<file path="src/rtl/laser_pkg.sv">
// Shared types and constants for the laser echo emulator.
package laser_pkg;
  localparam int RANGE_W = 16;

  typedef enum logic [1:0] {
    IDLE    = 2'd0,
    DELAY   = 2'd1,
    ECHO    = 2'd2,
    WAITLOW = 2'd3
  } state_e;
endpackage

</file>
<file path="src/rtl/laser_echo_emulator_rise_detect.sv">
// Rising-edge detector; previous sample resets high so a level held across reset is not an edge.
module rise_detect (
  input  logic clk,
  input  logic reset,
  input  logic d,
  output logic rise
);
  logic prev_q, prev_d;

  always_comb prev_d = d;

  always_ff @(posedge clk) begin
    if (reset) prev_q <= 1'b1;
    else       prev_q <= prev_d;
  end

  assign rise = d & ~prev_q;
endmodule

</file>
<file path="src/rtl/laser_echo_emulator.sv">
// Emulates a target echo: on laser launch, returns a one-cycle sensor pulse after R cycles.
module laser_echo_emulator
  import laser_pkg::*;
#(
  parameter int W = RANGE_W
) (
  input  logic         clk,
  input  logic         reset,
  input  logic         L,
  input  logic [W-1:0] R,
  input  logic         E,
  output logic         S,
  output logic         BUSY,
  output logic [7:0]   ECHOES
);
  state_e       state_q, state_d;
  logic [W-1:0] cnt_q, cnt_d;
  logic         s_q, s_d;
  logic         busy_q, busy_d;
  logic [7:0]   echoes_q, echoes_d;
  logic         launch;

  rise_detect u_rise (
    .clk   (clk),
    .reset (reset),
    .d     (L),
    .rise  (launch)
  );

  always_comb begin
    state_d  = state_q;
    cnt_d    = cnt_q;
    s_d      = 1'b0;
    busy_d   = busy_q;
    echoes_d = echoes_q;
    unique case (state_q)
      IDLE: begin
        if (launch) begin
          if (E) begin
            // R=0 behaves as R=1 so the echo never coincides with the launch edge
            cnt_d   = (R == '0) ? W'(1) : R;
            busy_d  = 1'b1;
            state_d = DELAY;
          end else begin
            state_d = WAITLOW;
          end
        end
      end
      DELAY: begin
        if (cnt_q == W'(1)) begin
          state_d = ECHO;
          s_d     = 1'b1;
          busy_d  = 1'b0;
          cnt_d   = '0;
          if (echoes_q != 8'hFF) echoes_d = echoes_q + 8'd1;
        end else begin
          cnt_d = cnt_q - W'(1);
        end
      end
      ECHO:    state_d = WAITLOW;
      WAITLOW: if (!L) state_d = IDLE;
      default: state_d = IDLE;
    endcase
  end

  always_ff @(posedge clk) begin
    if (reset) begin
      state_q  <= IDLE;
      cnt_q    <= '0;
      s_q      <= 1'b0;
      busy_q   <= 1'b0;
      echoes_q <= 8'd0;
    end else begin
      state_q  <= state_d;
      cnt_q    <= cnt_d;
      s_q      <= s_d;
      busy_q   <= busy_d;
      echoes_q <= echoes_d;
    end
  end

  assign S      = s_q;
  assign BUSY   = busy_q;
  assign ECHOES = echoes_q;
endmodule

</file>
<file path="config.mk">
export PLATFORM = sky130hd
export DESIGN_NAME = laser_echo_emulator
export DESIGN_NICKNAME = d
export VERILOG_FILES = /design/src/rtl/laser_pkg.sv /design/src/rtl/laser_echo_emulator_rise_detect.sv /design/src/rtl/laser_echo_emulator.sv
export SDC_FILE = /design/constraint.sdc
export NUM_CORES = 1
export LEC_CHECK = 0
export CAP_MARGIN = 20
export CORE_MARGIN = 2
export CORE_UTILIZATION = 55
export CTS_CLUSTER_SIZE = 28
export DETAILED_ROUTE_END_ITERATION = 8
export HOLD_SLACK_MARGIN = 0.12
export PLACE_DENSITY_LB_ADDON = 0.3
export SYNTH_ARGS = -nofsm -noshare
export SYNTH_HDL_FRONTEND = slang
export SYNTH_SLANG_ARGS = --single-unit
</file>
<file path="constraint.sdc">
create_clock -name clk -period 4.2 [get_ports clk]
set_input_delay 0.42 -clock clk [delete_from_list [all_inputs] [get_ports clk]]
set_output_delay 0.42 -clock clk [all_outputs]
set_load 0.02 [all_outputs]
</file>
==> results of run 1 <==
[flip-flops by register name, indices dropped and copies added, names as in the netlist]
name and cells:
ECHOES 8, BUSY 1, state_q 2, S 1
u_rise.prev_q 1, cnt_q 16
[routing by layer]
layer	GRT usage	vias up
li1	-	860
met1	0.350	825
met2	0.405	73
met3	0.0832	9
met4	0.112	0
met5	0	-
[cell usage in the layout (no fill, tap or decap), types with 3 or more instances in the layout]
cell type / n
sky130_fd_sc_hd__a22oi_1: 4
sky130_fd_sc_hd__a21oi_1: 11
sky130_fd_sc_hd__a31oi_1: 3
sky130_fd_sc_hd__nand3_1: 3
sky130_fd_sc_hd__o21ai_0: 19
sky130_fd_sc_hd__nor2b_1: 3
sky130_fd_sc_hd__ha_1: 7
sky130_fd_sc_hd__nor3_1: 11
sky130_fd_sc_hd__nor2_1: 22
sky130_fd_sc_hd__a211oi_1: 4
sky130_fd_sc_hd__a41oi_1: 3
sky130_fd_sc_hd__or4_1: 5
sky130_fd_sc_hd__clkdlybuf4s50_1: 29
sky130_fd_sc_hd__inv_1: 8
sky130_fd_sc_hd__nand3b_1: 5
sky130_fd_sc_hd__nand2_1: 10
sky130_fd_sc_hd__clkbuf_4: 5
sky130_fd_sc_hd__nand4_1: 4
sky130_fd_sc_hd__or3_1: 5
sky130_fd_sc_hd__xor2_1: 5
sky130_fd_sc_hd__nand2b_1: 3
sky130_fd_sc_hd__nor4_1: 8
sky130_fd_sc_hd__o2bb2ai_1: 3
sky130_fd_sc_hd__dfxtp_1: 29
[area by class of cell]
type / count / area, um2 / area share
Tap cell: 44 / 55.1 / 0.0258
Inverter: 8 / 30.0 / 0.0141
Multi-Input combinational cell: 165 / 1090 / 0.511
Clock inverter: 2 / 35.0 / 0.0164
Sequential cell: 29 / 581 / 0.272
Clock buffer: 5 / 37.5 / 0.0176
Timing Repair Buffer: 31 / 305 / 0.143
[critical path, cell delays in order, from the launching register on]
cell	delay, ns
sky130_fd_sc_hd__dfxtp_1	0.34
sky130_fd_sc_hd__inv_1	0.11
sky130_fd_sc_hd__ha_1	0.53
sky130_fd_sc_hd__nor2b_1	0.25
sky130_fd_sc_hd__a31o_2	0.36
sky130_fd_sc_hd__nand2b_1	0.26
sky130_fd_sc_hd__nand2b_1	0.21
sky130_fd_sc_hd__o311ai_0	0.32
[worst max path at each step]
stage	start	endpoint	slack (ns)	cells past startpoint
finish	state_q[1]	cnt_q[8]	1.72	7
global route	state_q[1]	cnt_q[8]	1.47	7
CTS	state_q[1]	cnt_q[8]	1.73	7
detailed placement	L	cnt_q[8]	1.73	6
global placement	L	cnt_q[8]	1.84	6
floorplan	cnt_q[4]	cnt_q[6]	2.04	7
[power by group]
part	switching, mW	total [mW]	internal (mW)
registers	0.0439	0.362	0.318
clock network	0.104	0.225	0.121
logic	0.400	0.648	0.248
[cells by family after synthesis]
group                      after synthesis  share of synthesized area
DFF                                     29                      0.331
and+or+nand+nor                         93                      0.313
AOI/OAI and AO/OA                       58                      0.224
buffers and inverters                   19                     0.0464
muxes                                    1                    0.00571
adders and majority gates                7                     0.0499
xor gates and xnor gates                 6                     0.0300
[through the flow]
step / setup WS (ns) / cell area, um2 / hold slack (ns) / std cells
2_1_floorplan: 2.04 / 1750 / 0.456 / 213
3_3_place_gp: 1.84 / 2060 / 0.493 / 277
3_5_place_dp: 1.73 / 2060 / 0.492 / 277
4_1_cts: 1.73 / 2140 / 0.508 / 284
5_1_grt: 1.47 / 2140 / 0.536 / 284
6_report: 1.72 / 2140 / 0.511 / 284
==> results.rst, run 1 <==
.. list-table::
   :header-rows: 1

   * - Metric
     - Value
   * - Io pins
     - 30
   * - Register-to-register setup slack
     - 1.72 ns
   * - Final period demand of the worst path
     - 2.48 ns
   * - Worst hold endpoint
     - cnt_q[10]
   * - Result of the run
     - complete, no violations
   * - Required time at the worst-slack endpoint
     - 4.44 ns
   * - Vias
     - 1767
   * - Global-route wire length before repair
     - 7250 um
   * - Most instantiated library cell after synthesis
     - sky130_fd_sc_hd__dfxtp_1
   * - Worst Reg-to-Reg Cells
     - 7
   * - Standard-cell rows
     - 20
   * - Maximum number of pins on one net before global-route repair
     - 33
   * - Overall routed net length
     - 4400 um
   * - Fraction of the yosys area taken by sequential cells
     - 0.331
   * - Die Span Y
     - 60.5 um
   * - Leakage component of the power
     - 0.754 nW
   * - Relative area change from synthesis to final layout
     - 21.8%
   * - Source of the worst register-to-register timing path
     - state_q[1]
   * - Hold Vio Cnt, Final
     - 0
   * - Post-DR vias/cell
     - 6.22
   * - Start point of the worst hold path
     - cnt_q[10]
   * - Top cells by count, synth
     - 29 x sky130_fd_sc_hd__dfxtp_1, 22 x sky130_fd_sc_hd__nor2_1, 19 x sky130_fd_sc_hd__o21ai_0
   * - Number of pins exceeding their max-slew limit in the final report
     - 0
   * - Startpoint types
     - flop
   * - PD cells
     - 579 nW/um2
   * - Tcrit/Tclk final
     - 0.589
   * - Number of nets in the layout
     - 267
   * - H-tree lvl count
     - 2
   * - Number of antenna violations at the first check in global routing
     - 0
   * - Initial cell density of the core
     - 0.575
   * - Synth Net Count
     - 240
   * - Type of the most critical hold path
     - reg -> reg
   * - Maximum root-to-sink buffer count
     - 2
   * - Total setup violations reported at the end of the flow
     - 0
   * - Residual antenna-violating net count after detailed routing
     - 0
   * - Worst EP arrival
     - 2.71 ns
   * - Clock transition time at the flip-flop clock pins of the worst setup and hold paths
     - 0.11 ns
   * - Number of buffers inserted by post-CTS setup repair
     - 0
   * - Post-Route Setup TNS
     - 0 ns
   * - Resized Gates After CTS
     - 0
   * - Worst Hold Path Cells
     - 2
   * - X dimension of the die
     - 60.5 um
   * - Async SR Flop Fraction
     - 0
   * - Endpoint of the worst register-to-register path
     - cnt_q[8]
   * - Per-cell routed wire length
     - 15.5 um
   * - Gp weighted congestion
     - 0.902
   * - Core Footprint
     - 3050 um2
   * - Unrepaired setup endpoints after global routing
     - no
   * - Post-Syn Instances
     - 213
   * - Number of global-route vias before repair
     - 1643
   * - CTS Root Buffer Type
     - sky130_fd_sc_hd__clkbuf_4
   * - Share of post-route cells with drive strength above 1
     - 0.0708
   * - Number of enable flip-flop cells after synthesis
     - 0
   * - Total number of clock tree sinks
     - 29
   * - Global-route usage over all layers
     - 0.266
   * - Total of hold buffers inserted after clock tree synthesis
     - 0
   * - DRT iter0 DRCs
     - 136
   * - Critical path peak fanout
     - 21
   * - Filler Cells Inserted
     - 243
   * - Met1 wire length
     - 1990 um
   * - Count of antenna diodes in the layout
     - 0
   * - Top cells by area, synth
     - sky130_fd_sc_hd__dfxtp_1 33%, sky130_fd_sc_hd__o21ai_0 5.4%, sky130_fd_sc_hd__ha_1 5.0%
   * - Total CTS buffers
     - 5
   * - Buffers on Ports
     - 29
   * - Largest vdd supply drop
     - 0.396 mV
   * - Post-synth top area share
     - 0.331
   * - Worst slew margin relative to its limit
     - 0.401
   * - Fmax
     - 404 MHz
   * - Final Skew
     - 0.0145 ns
   * - Type of the setup path with the least slack
     - reg -> reg
   * - Number of distinct library cell variants in the gate-level netlist after synthesis
     - 46
   * - DR DRC count
     - 0
   * - Power, Total
     - 1.24 mW
   * - Remaining global-route overflow
     - 0
   * - Max Cap Viol
     - 0
   * - Measured slew at the worst slew-check pin
     - 0.894 ns
   * - HPWL Detailed
     - 3040 um
   * - Post-synthesis register bit count
     - 29
   * - Library cell with the largest summed area after synthesis
     - sky130_fd_sc_hd__dfxtp_1
   * - Area of the mapped netlist
     - 1750 um2
   * - Clock network latency to the later pin of the worst-skew pair
     - 0.34 ns
   * - Routed met2 length
     - 2020 um
   * - Util after Layout
     - 0.700
   * - Sum of met3 wire segment lengths after detailed routing
     - 325 um
   * - Total number of yosys warnings
     - 0
   * - DRT Pass-1 Iters
     - 4
   * - Clock tree from TritonCTS
     - done
   * - Highest metal used
     - met4
   * - Worst setup EP type
     - flop
   * - Area of the die
     - 3660 um2
   * - Primary FF master, synth
     - sky130_fd_sc_hd__dfxtp_1
   * - Syn Area/Cell
     - 8.24 um2
(Power assumes the default switching activity.)
==> inputs of run 2 (changes only) <==
--- a/config.mk
+++ b/config.mk
@@ -7,7 +7,7 @@
 export LEC_CHECK = 0
 export CAP_MARGIN = 20
 export CORE_MARGIN = 2
-export CORE_UTILIZATION = 55
+export CORE_UTILIZATION = 47
 export CTS_CLUSTER_SIZE = 28
 export DETAILED_ROUTE_END_ITERATION = 8
 export HOLD_SLACK_MARGIN = 0.12
==> constraint.sdc (replaced) <==
create_clock -name clk -period 2.25 [get_ports clk]
set_input_delay 0.225 -clock clk [delete_from_list [all_inputs] [get_ports clk]]
set_output_delay 0.225 -clock clk [all_outputs]
set_load 0.02 [all_outputs]
==> run 2 against run 1 <==
- combinational power grew 100%
- power grew 93%
- clock skew shrank 0.0090 ns
- register-to-register slack lost 1.6 ns
- wire length grew 2.8%
- clock-buffer cell count grew 1
- clock power grew 86%
- final area grew 3.9%
- non-clock buffer count grew 9
- flip-flop and latch count is the same
==> results.rst, run 2 (synthesis gave the netlist of run 1 again) <==
.. list-table::
   :header-rows: 1

   * - Metric
     - Value
   * - Number of global-route vias before repair
     - 1655 (+0.73%)
   * - Highest metal used
     - met4
   * - Share of post-route cells with drive strength above 1
     - 0.104 (+0.0332)
   * - Routed met2 length
     - 2060 um (+2.0%)
   * - Core Footprint
     - 3630 um2 (+19%)
   * - Combined area of the multi-input logic cells
     - 1090 um2 (unchanged)
   * - Util after Layout
     - 0.611 (-0.0891)
   * - Register-to-register setup slack
     - 0.1 ns (-1.63 ns)
   * - Clock tree from TritonCTS
     - done
   * - Area of the die
     - 4240 um2 (+16%)
   * - Resized Gates After CTS
     - 0 (unchanged)
   * - Number of pins exceeding their max-slew limit in the final report
     - 0 (unchanged)
   * - Type of the setup path with the least slack
     - reg -> reg
   * - Sum of met3 wire segment lengths after detailed routing
     - 378 um (+16%)
   * - Total setup violations reported at the end of the flow
     - 0 (unchanged)
   * - Post-DR vias/cell
     - 6.03 (-3.0%)
   * - Overall routed net length
     - 4530 um (+2.8%)
   * - Total number of clock tree sinks
     - 29 (unchanged)
   * - Largest vdd supply drop
     - 0.788 mV (+99%)
   * - Startpoint types
     - flop
   * - Io pins
     - 30 (unchanged)
   * - Total CTS buffers
     - 5 (unchanged)
   * - Residual antenna-violating net count after detailed routing
     - 0 (unchanged)
   * - DRT iter0 DRCs
     - 287 (+110%)
   * - Clock network latency to the later pin of the worst-skew pair
     - 0.29 ns (-0.05 ns)
   * - Measured slew at the worst slew-check pin
     - 0.794 ns (-0.100 ns)
   * - Critical path peak fanout
     - 6 (-71%)
   * - Die Span Y
     - 65.1 um (+7.6%)
   * - Register name with the most flops
     - cnt_q
   * - Remaining global-route overflow
     - 0 (unchanged)
   * - Buffers on Ports
     - 29 (unchanged)
   * - Result of the run
     - complete, no violations
   * - Number of antenna violations at the first check in global routing
     - 0 (unchanged)
   * - Global-route wire length before repair
     - 7670 um (+5.9%)
   * - Clock transition time at the flip-flop clock pins of the worst setup and hold paths
     - 0.07 ns (-0.04 ns)
   * - DR DRC count
     - 0 (unchanged)
   * - X dimension of the die
     - 65.1 um (+7.6%)
   * - Standard-cell rows
     - 22 (+10%)
   * - Total of hold buffers inserted after clock tree synthesis
     - 0 (unchanged)
   * - CTS Root Buffer Type
     - sky130_fd_sc_hd__clkbuf_8
   * - Relative area change from synthesis to final layout
     - 26.5%
   * - Area of all sequential standard cells
     - 581 um2 (unchanged)
   * - Worst slew margin relative to its limit
     - 0.468 (+0.0672)
   * - Leakage component of the power
     - 0.804 nW (+6.6%)
   * - Worst setup EP type
     - flop
   * - Vias
     - 1798 (+1.8%)
   * - Max Cap Viol
     - 0 (unchanged)
   * - Number of nets in the layout
     - 276 (+3.4%)
   * - Placed instance area
     - 2140 um2 (+3.5%)
   * - Maximum root-to-sink buffer count
     - 2 (unchanged)
   * - H-tree lvl count
     - 2 (unchanged)
   * - DRT Pass-1 Iters
     - 5 (+1)
   * - Per-cell routed wire length
     - 15.2 um (-2.0%)
   * - Met1 wire length
     - 2000 um (+0.81%)
   * - Gp weighted congestion
     - 1.02 (+13%)
   * - Number of buffers inserted by post-CTS setup repair
     - 0 (unchanged)
   * - HPWL Detailed
     - 3250 um (+6.9%)
   * - Tcrit/Tclk final
     - 0.956 (+0.367)
   * - Initial cell density of the core
     - 0.483 (-0.0918)
   * - Unrepaired setup endpoints after global routing
     - no
   * - Top library cells by usage in the layout, fill and taps aside
     - 29 x sky130_fd_sc_hd__dfxtp_1, 29 x sky130_fd_sc_hd__clkdlybuf4s50_1, 22 x sky130_fd_sc_hd__nor2_1, 19 x sky130_fd_sc_hd__o21ai_0
   * - Final Skew
     - 0.00546 ns (-0.00900 ns)
   * - Required time at the worst-slack endpoint
     - 2.41 ns (-2.03 ns)
   * - Placement-stage worst setup slack
     - 0.130 ns (-1.60 ns)
   * - PD cells
     - 1080 nW/um2 (+86%)
   * - Type of the most critical hold path
     - reg -> reg
   * - Filler Cells Inserted
     - 338 (+39%)
   * - Max FFs per register
     - 16 (unchanged)
   * - Post-Route Setup TNS
     - 0 ns (unchanged)
   * - Worst EP arrival
     - 2.31 ns (-0.40 ns)
   * - Maximum number of pins on one net before global-route repair
     - 22 (-33%)
   * - Global-route usage over all layers
     - 0.233 (-0.0328)
   * - Hold Vio Cnt, Final
     - 0 (unchanged)
   * - Worst setup margin
     - 0.0993 ns (-1.63 ns)
   * - Fmax
     - 465 MHz (+15%)
   * - Count of antenna diodes in the layout
     - 0 (unchanged)
   * - Final period demand of the worst path
     - 2.15 ns (-0.325 ns)
   * - Design Area, Final
     - 2220 um2 (+3.9%)
run 2: cell count changes in the layout (fill, tap and decap cells not counted), sizes merged:
cell and change:
clkinv +1, buf +9, clkbuf +1, bufinv -1
run 2: worst paths after layout:
check | startpoint | to | cells after the start
setup / recovery | cnt_q[9] | state_q[1] | 6
hold / removal | cnt_q[10] | cnt_q[10] | 2
setup reg to reg | cnt_q[9] | state_q[1] | 6
hold reg to reg | cnt_q[10] | cnt_q[10] | 2
run 2: through the flow:
| stage | hold slack [ns] | cells | total power [mW] |
|---|---|---|---|
| 2_1_floorplan | 0.332 | 213 | 1.61 |
| 3_3_place_gp | 0.472 | 290 | 1.94 |
| 3_5_place_dp | 0.483 | 290 | 1.95 |
| 4_1_cts | 0.495 | 298 | 2.38 |
| 5_1_grt | 0.542 | 298 | 2.58 |
| 6_report | 0.505 | 298 | 2.39 |
run 2: metal layers:
| layer | vias to the layer above | track usage |
|---|---|---|
| met5 | - | 0 |
| met2 | 87 | 0.376 |
| met4 | 0 | 0.0781 |
| li1 | 881 | - |
| met1 | 821 | 0.299 |
| met3 | 9 | 0.0685 |
run 2: worst max-delay path, stage by stage, from the launching register on:
cell and delay [ns]:
sky130_fd_sc_hd__dfxtp_1 0.34, sky130_fd_sc_hd__or4_1 0.65, sky130_fd_sc_hd__o41ai_4 0.38, sky130_fd_sc_hd__buf_4 0.20
sky130_fd_sc_hd__o211ai_1 0.14, sky130_fd_sc_hd__a211oi_1 0.24, sky130_fd_sc_hd__a211oi_1 0.07
run 2: power breakdown:
part | total, mW | switching (mW) | internal [mW] | leakage, nW
Clock | 0.418 | 0.204 | 0.214 | 0.0450
Sequential | 0.673 | 0.0774 | 0.595 | 0.235
Combinational | 1.30 | 0.769 | 0.528 | 0.524
run 2: layout make-up:
class / count / share of cell area
multi-input combinational: 165 / 0.492
sequential: 29 / 0.262
timing repair buffer: 40 / 0.168
clock buffer: 6 / 0.0327
tap: 48 / 0.0271
inverter: 8 / 0.0135
clock inverter: 2 / 0.00451
==> inputs of run 3 (changes only) <==
--- a/config.mk
+++ b/config.mk
@@ -11,7 +11,7 @@
 export CTS_CLUSTER_SIZE = 28
 export DETAILED_ROUTE_END_ITERATION = 8
 export HOLD_SLACK_MARGIN = 0.12
-export PLACE_DENSITY_LB_ADDON = 0.3
+export PLACE_DENSITY = 0.75
 export SYNTH_ARGS = -nofsm -noshare
 export SYNTH_HDL_FRONTEND = slang
 export SYNTH_SLANG_ARGS = --single-unit
==> run 3 against run 2 <==
- clock power increased by 26%
- combinational power increased by 8%
- fmax increased by 0.57%
- critical endpoint is now cnt_q[8]
- die area unchanged
- critical path depth unchanged
- sequential power about the same
==> results.rst, run 3 (synthesis gave the netlist of run 1 again) <==
.. list-table::
   :header-rows: 1

   * - Metric
     - Value
   * - H-tree lvl count
     - 2 (unchanged)
   * - Fmax
     - 468 MHz (+0.57%)
   * - Number of buffers inserted by post-CTS setup repair
     - 0 (unchanged)
   * - Worst setup EP type
     - flop
   * - CTS Root Buffer Type
     - sky130_fd_sc_hd__clkbuf_8
   * - Maximum number of pins on one net before global-route repair
     - 21 (-4.5%)
   * - Fin Hold WS
     - 0.496 ns (-0.00879 ns)
   * - Number of nets in the layout
     - 280 (+1.4%)
   * - Switching power as a share of total power
     - 0.424 (-0.0161)
   * - Overall routed net length
     - 4720 um (+4.2%)
   * - Global-route usage over all layers
     - 0.235 (+0.00167)
   * - Final Skew
     - 0.00843 ns (+0.00297 ns)
   * - Clock power frac
     - 0.202 (+0.027)
   * - Worst Hold Path Cells
     - 2 (unchanged)
   * - Global-route wire length before repair
     - 7730 um (+0.73%)
   * - Post-DR vias/cell
     - 6.07 (+0.55%)
   * - Worst Reg-to-Reg Cells
     - 6 (unchanged)
   * - Worst setup margin
     - 0.112 ns (+0.0122 ns)
   * - Startpoint types
     - flop
   * - Combined area of the multi-input logic cells
     - 1110 um2 (+1.4%)
   * - Endpoint of the worst register-to-register path
     - cnt_q[8]
   * - Number of global-route vias before repair
     - 1688 (+2.0%)
   * - DRT iter0 DRCs
     - 161 (-44%)
   * - Io pins
     - 30 (unchanged)
   * - Count of antenna diodes in the layout
     - 0 (unchanged)
   * - Die Span Y
     - 65.1 um (unchanged)
   * - Critical path peak fanout
     - 20 (+14)
   * - Internal power component
     - 1.50 mW (+12%)
   * - Number of antenna violations at the first check in global routing
     - 0 (unchanged)
   * - Residual antenna-violating net count after detailed routing
     - 0 (unchanged)
   * - Final period demand of the worst path
     - 2.14 ns (-0.0122 ns)
   * - Total CTS buffers
     - 5 (unchanged)
   * - Max FFs per register
     - 16 (unchanged)
   * - Number of pins exceeding their max-slew limit in the final report
     - 0 (unchanged)
   * - Power, Total
     - 2.60 mW (+9.0%)
   * - Placement-stage worst setup slack
     - 0.116 ns (-0.0138 ns)
   * - Top library cells by usage in the layout, fill and taps aside
     - 29 x sky130_fd_sc_hd__dfxtp_1, 29 x sky130_fd_sc_hd__clkdlybuf4s50_1, 22 x sky130_fd_sc_hd__nor2_1, 19 x sky130_fd_sc_hd__o21ai_0, 14 x sky130_fd_sc_hd__buf_4
   * - Leakage component of the power
     - 0.837 nW (+4.1%)
   * - Relative area change from synthesis to final layout
     - 31.0%
   * - Initial cell density of the core
     - 0.483 (unchanged)
   * - Crit path from
     - cnt_q[9]
   * - Clock transition time at the flip-flop clock pins of the worst setup and hold paths
     - 0.07 ns (about the same)
   * - Design Area, Final
     - 2300 um2 (+3.6%)
   * - X dimension of the die
     - 65.1 um (unchanged)
   * - Share of post-route cells with drive strength above 1
     - 0.123 (+0.0185)
   * - Post-Place Cells
     - 294 (+1.4%)
   * - Buffers on Ports
     - 29 (unchanged)
   * - Area of the die
     - 4240 um2 (unchanged)
   * - Worst hold endpoint
     - cnt_q[10]
   * - Core Footprint
     - 3630 um2 (unchanged)
   * - Total setup violations reported at the end of the flow
     - 0 (unchanged)
   * - Max Cap Viol
     - 0 (unchanged)
   * - Required time at the worst-slack endpoint
     - 2.39 ns (-0.02 ns)
   * - Largest vdd supply drop
     - 0.545 mV (-31%)
   * - Remaining global-route overflow
     - 0 (unchanged)
   * - Maximum root-to-sink buffer count
     - 2 (unchanged)
   * - Post-Route Setup TNS
     - 0 ns (unchanged)
   * - Filler-free cell count of the finished design
     - 301 (+1.0%)
   * - Start point of the worst hold path
     - cnt_q[10]
   * - Standard-cell rows
     - 22 (unchanged)
   * - Clock tree from TritonCTS
     - done
   * - Util after Layout
     - 0.632 (+0.0217)
   * - DRT Pass-1 Iters
     - 4 (-1)
   * - Type of the most critical hold path
     - reg -> reg
   * - Worst EP arrival
     - 2.28 ns (-0.03 ns)
   * - Result of the run
     - complete, no violations
   * - PD cells
     - 1130 nW/um2 (+5.3%)
   * - Sequential share of power
     - 0.258 (-0.024)
   * - Area of all sequential standard cells
     - 581 um2 (unchanged)
   * - Worst slew margin relative to its limit
     - 0.655 (+0.187)
   * - Per-cell routed wire length
     - 15.7 um (+3.1%)
   * - Register name with the most flops
     - cnt_q
   * - Power spent charging and discharging nets
     - 1.10 mW (+5.1%)
   * - Register-to-register setup slack
     - 0.11 ns (about the same)
   * - Placed instance area
     - 2180 um2 (+2.0%)
   * - Clock network latency to the later pin of the worst-skew pair
     - 0.28 ns (about the same)
   * - Filler Cells Inserted
     - 331 (-2.1%)
   * - Gp weighted congestion
     - 0.954 (-6.4%)
   * - Hold Vio Cnt, Final
     - 0 (unchanged)
   * - Gate power share
     - 0.540 (-0.003)
   * - Unrepaired setup endpoints after global routing
     - no
   * - Vias
     - 1826 (+1.6%)
   * - Source of the worst register-to-register timing path
     - cnt_q[9]
   * - DR DRC count
     - 0 (unchanged)
   * - Tcrit/Tclk final
     - 0.950 (-0.00542)
   * - Total number of clock tree sinks
     - 29 (unchanged)
   * - Measured slew at the worst slew-check pin
     - 0.512 ns (-0.282 ns)
   * - Type of the setup path with the least slack
     - reg -> reg
   * - HPWL Detailed
     - 3450 um (+6.1%)
run 3: cell count changes in the layout (fill, tap and decap cells not counted):
cell and delta:
sky130_fd_sc_hd__nor4_4 +1, sky130_fd_sc_hd__nor4_1 -1, sky130_fd_sc_hd__clkbuf_1 -1, sky130_fd_sc_hd__clkinv_2 -1
sky130_fd_sc_hd__buf_12 +1, sky130_fd_sc_hd__bufinv_16 +1, sky130_fd_sc_hd__buf_4 +3
run 3: what timing repair did:
item,4_1_cts,5_1_grt
hold buffers,0,0
endpoints found under the hold margin,0,0
gates resized for setup,0,2
endpoints found under the setup margin,0,1
run 3: final cells by class:
| class | count | share of cell area |
|---|---|---|
| flip-flops and latches | 29 | 0.253 |
| multi-input cells | 165 | 0.482 |
| repair buffers | 44 | 0.181 |
| clock inverters | 2 | 0.0153 |
| clock buffers | 5 | 0.0300 |
| well taps | 48 | 0.0261 |
| inverters | 8 | 0.0131 |
run 3: metal layers:
metal  routed length [um]  share of wire  vias up  global-route usage
met2                 2280           0.48       84               0.393
met1                 2010           0.43      849               0.299
met3                  367          0.078        9              0.0445
li1                     -              -      884                   -
met5                    0              0        -                   0
met4                   59          0.013        0              0.0911
run 3: worst max-delay path by stage:
stage / cells after the start / slack [ns] / to
4_1_cts: 7 / 0.09 / cnt_q[14]
3_3_place_gp: 5 / 0.14 / cnt_q[13]
5_1_grt: 6 / 0.003 / cnt_q[3]
2_1_floorplan: 7 / 0.09 / cnt_q[6]
6_report: 6 / 0.11 / cnt_q[8]
3_5_place_dp: 6 / 0.12 / cnt_q[8]
run 3: critical path: stages (launching register included):
cell,delay (ns)
sky130_fd_sc_hd__dfxtp_1,0.33
sky130_fd_sc_hd__or4_1,0.65
sky130_fd_sc_hd__o41ai_4,0.38
sky130_fd_sc_hd__buf_4,0.28
sky130_fd_sc_hd__o21ai_0,0.12
sky130_fd_sc_hd__nand3b_1,0.10
sky130_fd_sc_hd__o311ai_0,0.14
run 3: power groups by stage:
stage	combinational (mW)	clock (mW)	sequential [mW]
2_1_floorplan	0.940	0	0.669
3_3_place_gp	1.31	0	0.678
3_5_place_dp	1.33	0	0.681
4_1_cts	1.34	0.528	0.669
5_1_grt	1.54	0.555	0.680
6_report	1.41	0.526	0.672
